**src/rtl/rf_wr_arbiter_if.sv**
```systemverilog
// -----------------------------------------------------------------------------
// rf_wr_arbiter_if
// Bundles the two writeback request channels, the registered register-file
// write port and the pending-write mask of rf_wr_arbiter.
//
// Signals (named from the arbiter's point of view):
//   i_a_valid/o_a_ready/i_a_addr/i_a_data : requester A (ALU writeback)
//   i_b_valid/o_b_ready/i_b_addr/i_b_data : requester B (load/multiply)
//   o_we/o_waddr/o_wdata                  : register file write port
//   o_busy_mask                           : bit r set = write to r pending
//
// Modports:
//   master : requesters + register file side (drives the i_* signals)
//   slave  : the arbiter itself (drives the o_* signals)
// -----------------------------------------------------------------------------
interface rf_wr_arbiter_if #(
  parameter int AW = 5,
  parameter int DW = 32
);
  logic              i_a_valid;
  logic              o_a_ready;
  logic [AW-1:0]     i_a_addr;
  logic [DW-1:0]     i_a_data;

  logic              i_b_valid;
  logic              o_b_ready;
  logic [AW-1:0]     i_b_addr;
  logic [DW-1:0]     i_b_data;

  logic              o_we;
  logic [AW-1:0]     o_waddr;
  logic [DW-1:0]     o_wdata;
  logic [2**AW-1:0]  o_busy_mask;

  modport master (
    output i_a_valid, i_a_addr, i_a_data,
    output i_b_valid, i_b_addr, i_b_data,
    input  o_a_ready, o_b_ready,
    input  o_we, o_waddr, o_wdata, o_busy_mask
  );

  modport slave (
    input  i_a_valid, i_a_addr, i_a_data,
    input  i_b_valid, i_b_addr, i_b_data,
    output o_a_ready, o_b_ready,
    output o_we, o_waddr, o_wdata, o_busy_mask
  );
endinterface

```
**src/rtl/rf_wr_arbiter.sv**
```systemverilog
// -----------------------------------------------------------------------------
// rf_wr_arbiter
// Shares the register file's single write port between two writeback
// requesters. Each requester feeds its own DEPTH-entry queue; an arbiter
// drains one queue head per cycle into a registered write port. A pending-
// write mask covers every queued entry plus the entry held in the write
// port, so issue logic can stall RAW hazards until the data is committed.
//
// Ports:
//   i_clk : clock, rising edge
//   i_rst : asynchronous, active-high reset
//   bus   : rf_wr_arbiter_if.slave (request channels, write port, busy mask)
//
// Parameters: DEPTH (entries per queue, power of 2, >=2), AW, DW.
//
// Build option: define WRARB_FIXED_PRIO_EN for fixed priority (A always wins
// a tie, no round-robin state). Undefined: round-robin, A wins the first tie.
// -----------------------------------------------------------------------------
module rf_wr_arbiter #(
  parameter int DEPTH = 2,
  parameter int AW    = 5,
  parameter int DW    = 32
) (
  input logic            i_clk,
  input logic            i_rst,
  rf_wr_arbiter_if.slave bus
);

  localparam int IW = $clog2(DEPTH);  // slot index width
  localparam int PW = IW + 1;         // pointer width, wraps modulo 2*DEPTH

  typedef struct packed {
    logic [AW-1:0] addr;
    logic [DW-1:0] data;
  } entry_t;

  // Queue 0 = requester A, queue 1 = requester B.
  entry_t               r_mem [2][DEPTH];
  logic [1:0][PW-1:0]   r_wr;
  logic [1:0][PW-1:0]   r_rd;
  logic [1:0][PW-1:0]   w_cnt;
  logic [1:0]           w_full;
  logic [1:0]           w_empty;
  logic [1:0]           w_push;
  logic [1:0]           w_pop;
  entry_t               w_in   [2];
  entry_t               w_head [2];
  logic [1:0][DEPTH-1:0] w_slot_vld;

  logic                 w_grant_a;
  logic                 w_grant_b;
  logic                 w_grant;

  logic                 r_we;
  logic [AW-1:0]        r_waddr;
  logic [DW-1:0]        r_wdata;
  logic [2**AW-1:0]     w_busy;

  assign w_in[0] = '{addr: bus.i_a_addr, data: bus.i_a_data};
  assign w_in[1] = '{addr: bus.i_b_addr, data: bus.i_b_data};

  for (genvar q = 0; q < 2; q++) begin : g_queue
    assign w_cnt[q]   = r_wr[q] - r_rd[q];
    assign w_empty[q] = (r_wr[q] == r_rd[q]);
    // Full: same slot index, opposite lap.
    assign w_full[q]  = (r_wr[q][IW] != r_rd[q][IW]) &&
                        (r_wr[q][IW-1:0] == r_rd[q][IW-1:0]);
    assign w_head[q]  = r_mem[q][r_rd[q][IW-1:0]];

    // A slot is live when its distance from the read pointer is below the
    // occupancy count.
    for (genvar i = 0; i < DEPTH; i++) begin : g_slot
      logic [IW-1:0] w_off;
      assign w_off            = IW'(i) - r_rd[q][IW-1:0];
      assign w_slot_vld[q][i] = ({1'b0, w_off} < w_cnt[q]);
    end
  end

  // Ready depends only on queue state, so a full queue never sees a
  // same-cycle push and pop.
  assign bus.o_a_ready = !w_full[0];
  assign bus.o_b_ready = !w_full[1];

  // Writes to register 0 complete the handshake but are never stored.
  assign w_push[0] = bus.i_a_valid && !w_full[0] && (bus.i_a_addr != '0);
  assign w_push[1] = bus.i_b_valid && !w_full[1] && (bus.i_b_addr != '0);

`ifdef WRARB_FIXED_PRIO_EN
  assign w_grant_a = !w_empty[0];
`else
  logic r_last_b;  // 1 = B was granted most recently

  assign w_grant_a = !w_empty[0] && (w_empty[1] || r_last_b);

  // NOTE: sequential state uses non-blocking assignments so every register
  // samples pre-edge values regardless of block evaluation order.
  always_ff @(posedge i_clk or posedge i_rst) begin
    if (i_rst) begin
      r_last_b <= 1'b1;
    end else if (w_grant_a) begin
      r_last_b <= 1'b0;
    end else if (w_grant_b) begin
      r_last_b <= 1'b1;
    end
  end
`endif

  assign w_grant_b = !w_empty[1] && !w_grant_a;
  assign w_grant   = w_grant_a || w_grant_b;
  assign w_pop     = {w_grant_b, w_grant_a};

  // NOTE: queue storage carries no reset; the pointers alone define which
  // slots are live, so stale contents are never observed.
  always_ff @(posedge i_clk) begin
    for (int q = 0; q < 2; q++) begin
      if (w_push[q]) begin
        r_mem[q][r_wr[q][IW-1:0]] <= w_in[q];
      end
    end
  end

  always_ff @(posedge i_clk or posedge i_rst) begin
    if (i_rst) begin
      r_wr <= '0;
      r_rd <= '0;
    end else begin
      for (int q = 0; q < 2; q++) begin
        if (w_push[q]) r_wr[q] <= r_wr[q] + PW'(1);
        if (w_pop[q])  r_rd[q] <= r_rd[q] + PW'(1);
      end
    end
  end

  // Registered write port: one-cycle o_we pulse per popped entry. Address
  // and data hold their last value while idle.
  always_ff @(posedge i_clk or posedge i_rst) begin
    if (i_rst) begin
      r_we    <= 1'b0;
      r_waddr <= '0;
      r_wdata <= '0;
    end else begin
      r_we <= w_grant;
      if (w_grant) begin
        r_waddr <= w_grant_a ? w_head[0].addr : w_head[1].addr;
        r_wdata <= w_grant_a ? w_head[0].data : w_head[1].data;
      end
    end
  end

  // NOTE: the mask is fully defaulted before the loops so no latch is
  // inferred for bits that no entry touches.
  always_comb begin
    w_busy = '0;
    for (int q = 0; q < 2; q++) begin
      for (int i = 0; i < DEPTH; i++) begin
        if (w_slot_vld[q][i]) w_busy[r_mem[q][i].addr] = 1'b1;
      end
    end
    if (r_we) w_busy[r_waddr] = 1'b1;
  end

  assign bus.o_we        = r_we;
  assign bus.o_waddr     = r_waddr;
  assign bus.o_wdata     = r_wdata;
  assign bus.o_busy_mask = w_busy;

endmodule

```
**src/flat_wrapper.sv**
```systemverilog
// flat-port wrapper written by rule: the top's interface ports become plain ports
module rf_wr_arbiter_flat 
#(
  parameter int DEPTH = 2,
  parameter int AW    = 5,
  parameter int DW    = 32
)
  (i_clk, i_rst, bus_i_a_valid, bus_i_a_addr, bus_i_a_data, bus_i_b_valid, bus_i_b_addr, bus_i_b_data, bus_o_a_ready, bus_o_b_ready, bus_o_we, bus_o_waddr, bus_o_wdata, bus_o_busy_mask);
  rf_wr_arbiter_if #(.AW(AW), .DW(DW)) bus_i ();
  input logic i_clk;
  input logic i_rst;
  input wire logic [$bits(bus_i.i_a_valid)-1:0] bus_i_a_valid;
  input wire logic [$bits(bus_i.i_a_addr)-1:0] bus_i_a_addr;
  input wire logic [$bits(bus_i.i_a_data)-1:0] bus_i_a_data;
  input wire logic [$bits(bus_i.i_b_valid)-1:0] bus_i_b_valid;
  input wire logic [$bits(bus_i.i_b_addr)-1:0] bus_i_b_addr;
  input wire logic [$bits(bus_i.i_b_data)-1:0] bus_i_b_data;
  output wire logic [$bits(bus_i.o_a_ready)-1:0] bus_o_a_ready;
  output wire logic [$bits(bus_i.o_b_ready)-1:0] bus_o_b_ready;
  output wire logic [$bits(bus_i.o_we)-1:0] bus_o_we;
  output wire logic [$bits(bus_i.o_waddr)-1:0] bus_o_waddr;
  output wire logic [$bits(bus_i.o_wdata)-1:0] bus_o_wdata;
  output wire logic [$bits(bus_i.o_busy_mask)-1:0] bus_o_busy_mask;
  assign bus_i.i_a_valid = bus_i_a_valid;
  assign bus_i.i_a_addr = bus_i_a_addr;
  assign bus_i.i_a_data = bus_i_a_data;
  assign bus_i.i_b_valid = bus_i_b_valid;
  assign bus_i.i_b_addr = bus_i_b_addr;
  assign bus_i.i_b_data = bus_i_b_data;
  assign bus_o_a_ready = bus_i.o_a_ready;
  assign bus_o_b_ready = bus_i.o_b_ready;
  assign bus_o_we = bus_i.o_we;
  assign bus_o_waddr = bus_i.o_waddr;
  assign bus_o_wdata = bus_i.o_wdata;
  assign bus_o_busy_mask = bus_i.o_busy_mask;
  rf_wr_arbiter #(.DEPTH(DEPTH), .AW(AW), .DW(DW)) u_core (.i_clk(i_clk), .i_rst(i_rst), .bus(bus_i));
endmodule
```
**config.mk**
```make
export PLATFORM = sky130hd
export DESIGN_NAME = rf_wr_arbiter_flat
export DESIGN_NICKNAME = d
export VERILOG_FILES = /design/src/rtl/rf_wr_arbiter_if.sv /design/src/rtl/rf_wr_arbiter.sv /design/src/flat_wrapper.sv
export SDC_FILE = /design/constraint.sdc
export NUM_CORES = 1
export LEC_CHECK = 0
export BUFFER_PORTS_ARGS = -buffer_cell sky130_fd_sc_hd__buf_2
export CORE_UTILIZATION = 55
export DETAILED_ROUTE_END_ITERATION = 16
export PLACE_DENSITY = 0.84
export SYNTH_ARGS = -nofsm -noshare
export SYNTH_HDL_FRONTEND = slang
export SYNTH_SLANG_ARGS = --single-unit
```
**constraint.sdc**
```tcl
create_clock -name i_clk -period 4.5 [get_ports i_clk]
set_input_delay 0.675 -clock i_clk [delete_from_list [all_inputs] [get_ports i_clk]]
set_output_delay 0.675 -clock i_clk [all_outputs]
set_load 0.05 [all_outputs]
```
==> run_results.csv <==
group,metric,value,unit
detailed_routing,ant_nets,0,
floorplan,die_area,17350,um2
critical_path,start_kind,"register",
synthesis,synth_nets,802,
clock_network,post_cts_buffers,0,
synthesis,avgSynthCellArea,12.89,um2
finish,nets,918,
synthesis,yosys-top-cells-area,"edfxtp_1, dfrtp_1, mux2i_1, a21oi_1, a221oi_2",
critical_path,reg2reg_setup_slack,1.26,ns
clock_network,clockRootBuffer,"clkbuf_16",
critical_path,cp_cell_sequence,"buf_4, ha_1, inv_1, ha_1, o211ai_1, o22ai_1, or3_1, buf_2",
finish,syn2layout_area_growth,15.97,%
synthesis,synth-seq-area-share,0.6076,
synthesis,synth_top_cell_by_area,"edfxtp_1",
timing,fin_crit,4.004,ns
floorplan,core,16520,um2
detailed_routing,drtPass1Iterations,7,
synthesis,async_flop_share,0.2410,
finish,most-common-layout-cells,"buf_2, edfxtp_1, mux2i_1, a21oi_1, nor2_1",
clock_network,cts_made_buffers,17,
floorplan,num_io_pins,150,
finish,final_common_cell,"buf_2",
synthesis,syn_area,9253,um2
detailed_routing,wl_per_cell,22.25,um
critical_path,reg2reg_to,"u_core.bus.o_wdata[14]",
clock_network,clk-insertion-delay-late,0.44,ns
finish,drive_gt1_frac,0.2869,
timing,skew,0.009896,ns
synthesis,synth_edf_count,148,
placement,dp.final_hpwl,15250,um
floorplan,start_util,0.5599,
floorplan,die_width,131.7,um
global_routing,grt_pass1_vias,6721,
clock_network,cts_num_sinks,195,
critical_path,path_depth,8,
critical_path,arrival,3.33,ns
timing,tightest_slew,1.259,ns
detailed_routing,viasPerCell,6.439,
floorplan,die_h,131.7,um
flow_run,cap_violations,0,
global_routing,grt_max_degree,48,
detailed_routing,drcViolationCount,0,
synthesis,synth_flop_cell,"edfxtp_1",
critical_path,crit_type,"register to output port",
critical_path,critPathLaunch,"u_core.r_rd[0]",
critical_path,r2r_start,"u_core.r_wr[0]",
global_routing,antenna_found_initial,6,
timing,setup_violations,0,
critical_path,r2r_cells,7,
placement,portBuffers,149,
clock_network,clk_path_buf_depth,2,
critical_path,crit_fanout,40,
synthesis,synth.top_cell.area_share,0.4803,
timing,min_period_over_period,0.8899,
floorplan,num_rows,47,
run_status,status,"finished clean",
global_routing,track_usage,0.2799,
critical_path,required,3.83,ns
clock_network,tritoncts,"built",
timing,hold_viol_final,0,
placement,place.gp.congestion,0.8791,
detailed_routing,drt_iter0_drc,818,
clock_network,cts-hold-fix-buffers,0,
global_routing,grt.overflow.total,0,
critical_path,worst-path-buf-inv,3,
critical_path,cp-endpoint,"bus_o_busy_mask[11]",
critical_path,cp-end-kind,"output port",
critical_path,crit_path_frequent_cell,"ha_1",
timing,report.final.slew_viol_count,0,
clock_network,clkSlewWorstSetupHoldPaths,0.07,ns
timing,setup_tns,0,ns
timing,rsz0062_at_grt,"false",
synthesis,synth.distinct_cells,38,
synthesis,synth_warnings,0,
clock_network,cts-resized-gates,0,
detailed_routing,vias,6903,
min_path,hp-class,"input pin to asynchronous set/reset pin",
timing,max_freq,249.7,MHz
synthesis,ys_ff_latch,195,
timing,maxSlewHeadroom,0.1589,
detailed_routing,wl,23860,um
global_routing,grt_pass1_wl,37160,um
synthesis,synthCells,718,
critical_path,slowest_stage,"buf_4",
critical_path,path_delay_family,"buffers and inverters",
critical_path,slowest_delay,0.59,ns
clock_network,h-tree-depth,4,
-- cells in the mapped netlist, drive strengths merged (19+ instances only) --
cell,count
edfxtp,148
a21oi,75
mux2i,74
nor2,63
dfrtp,46
a221oi,37
and3,37
clkbuf,35
o221ai,31
o22ai,29
buf,28
or3b,20
nand3b,19
-- worst min-delay path, stage by stage --
cell and delay, ns:
buf_2 0.10, inv_2 0.03, buf_4 0.51
-- registers in the layout, indices dropped and copies added, names as in the netlist --
name                cells
u_core.r_last_b         1
u_core.r_mem          148
u_core.bus.o_we         1
u_core.bus.o_wdata     32
u_core.r_rd             4
u_core.r_wr             4
u_core.bus.o_waddr      5
-- stage by stage --
step	hold slack, ns	cells	util	area (um2)	setup slack (ns)
floorplan	0.4924	718	-	9253	0.7296
global placement	0.5051	1035	0.6120	10110	1.044
detailed placement	0.5096	1035	0.6120	10110	0.9768
CTS	0.4067	1067	0.6486	10720	0.4917
global route	0.4104	1072	0.6494	10730	0.3138
finish	0.3905	1072	0.6494	10730	0.4956
-- layout make-up --
cell class                      instances  area [um2]
Tap cell                              220       275.3
Clock inverter                         14       165.2
Antenna cell                            5       12.51
Sequential cell                       195        5624
Fill cell                            1192        5794
Inverter                                7       26.28
Timing Repair Buffer                  160       840.8
Multi-Input combinational cell        453        3347
Clock buffer                           18       439.2
-- cell families after synthesis --
| logic type | synth area share |
|---|---|
| flops | 0.6076 |
| compound gates | 0.1481 |
| simple gates | 0.1103 |
| mux | 0.08005 |
| xor+xnor | 0.01109 |
| fa+ha+maj | 0.008113 |
| buf+inv | 0.03475 |
-- per-layer routing --
| metal | share of wire | track usage | up-vias |
|---|---|---|---|
| met2 | 0.50 | 0.4656 | 366 |
| met5 | 0.00054 | 0 | - |
| met1 | 0.40 | 0.3551 | 3408 |
| met4 | 0.030 | 0.1273 | 2 |
| li1 | - | - | 3071 |
| met3 | 0.068 | 0.05594 | 56 |
-- worst min-delay path by stage --
stage,to,depth (start not counted)
4_1_cts,u_core.r_mem[0][3],1
3_5_place_dp,u_core.r_rd[3],1
2_1_floorplan,u_core.r_rd[3],1
5_1_grt,u_core.r_mem[0][126],1
3_3_place_gp,u_core.r_rd[3],1
6_report,u_core.bus.o_wdata[29],3
Power is not shown: default switching activity piles up to over one toggle a cycle in this logic, so the estimate is an artifact.
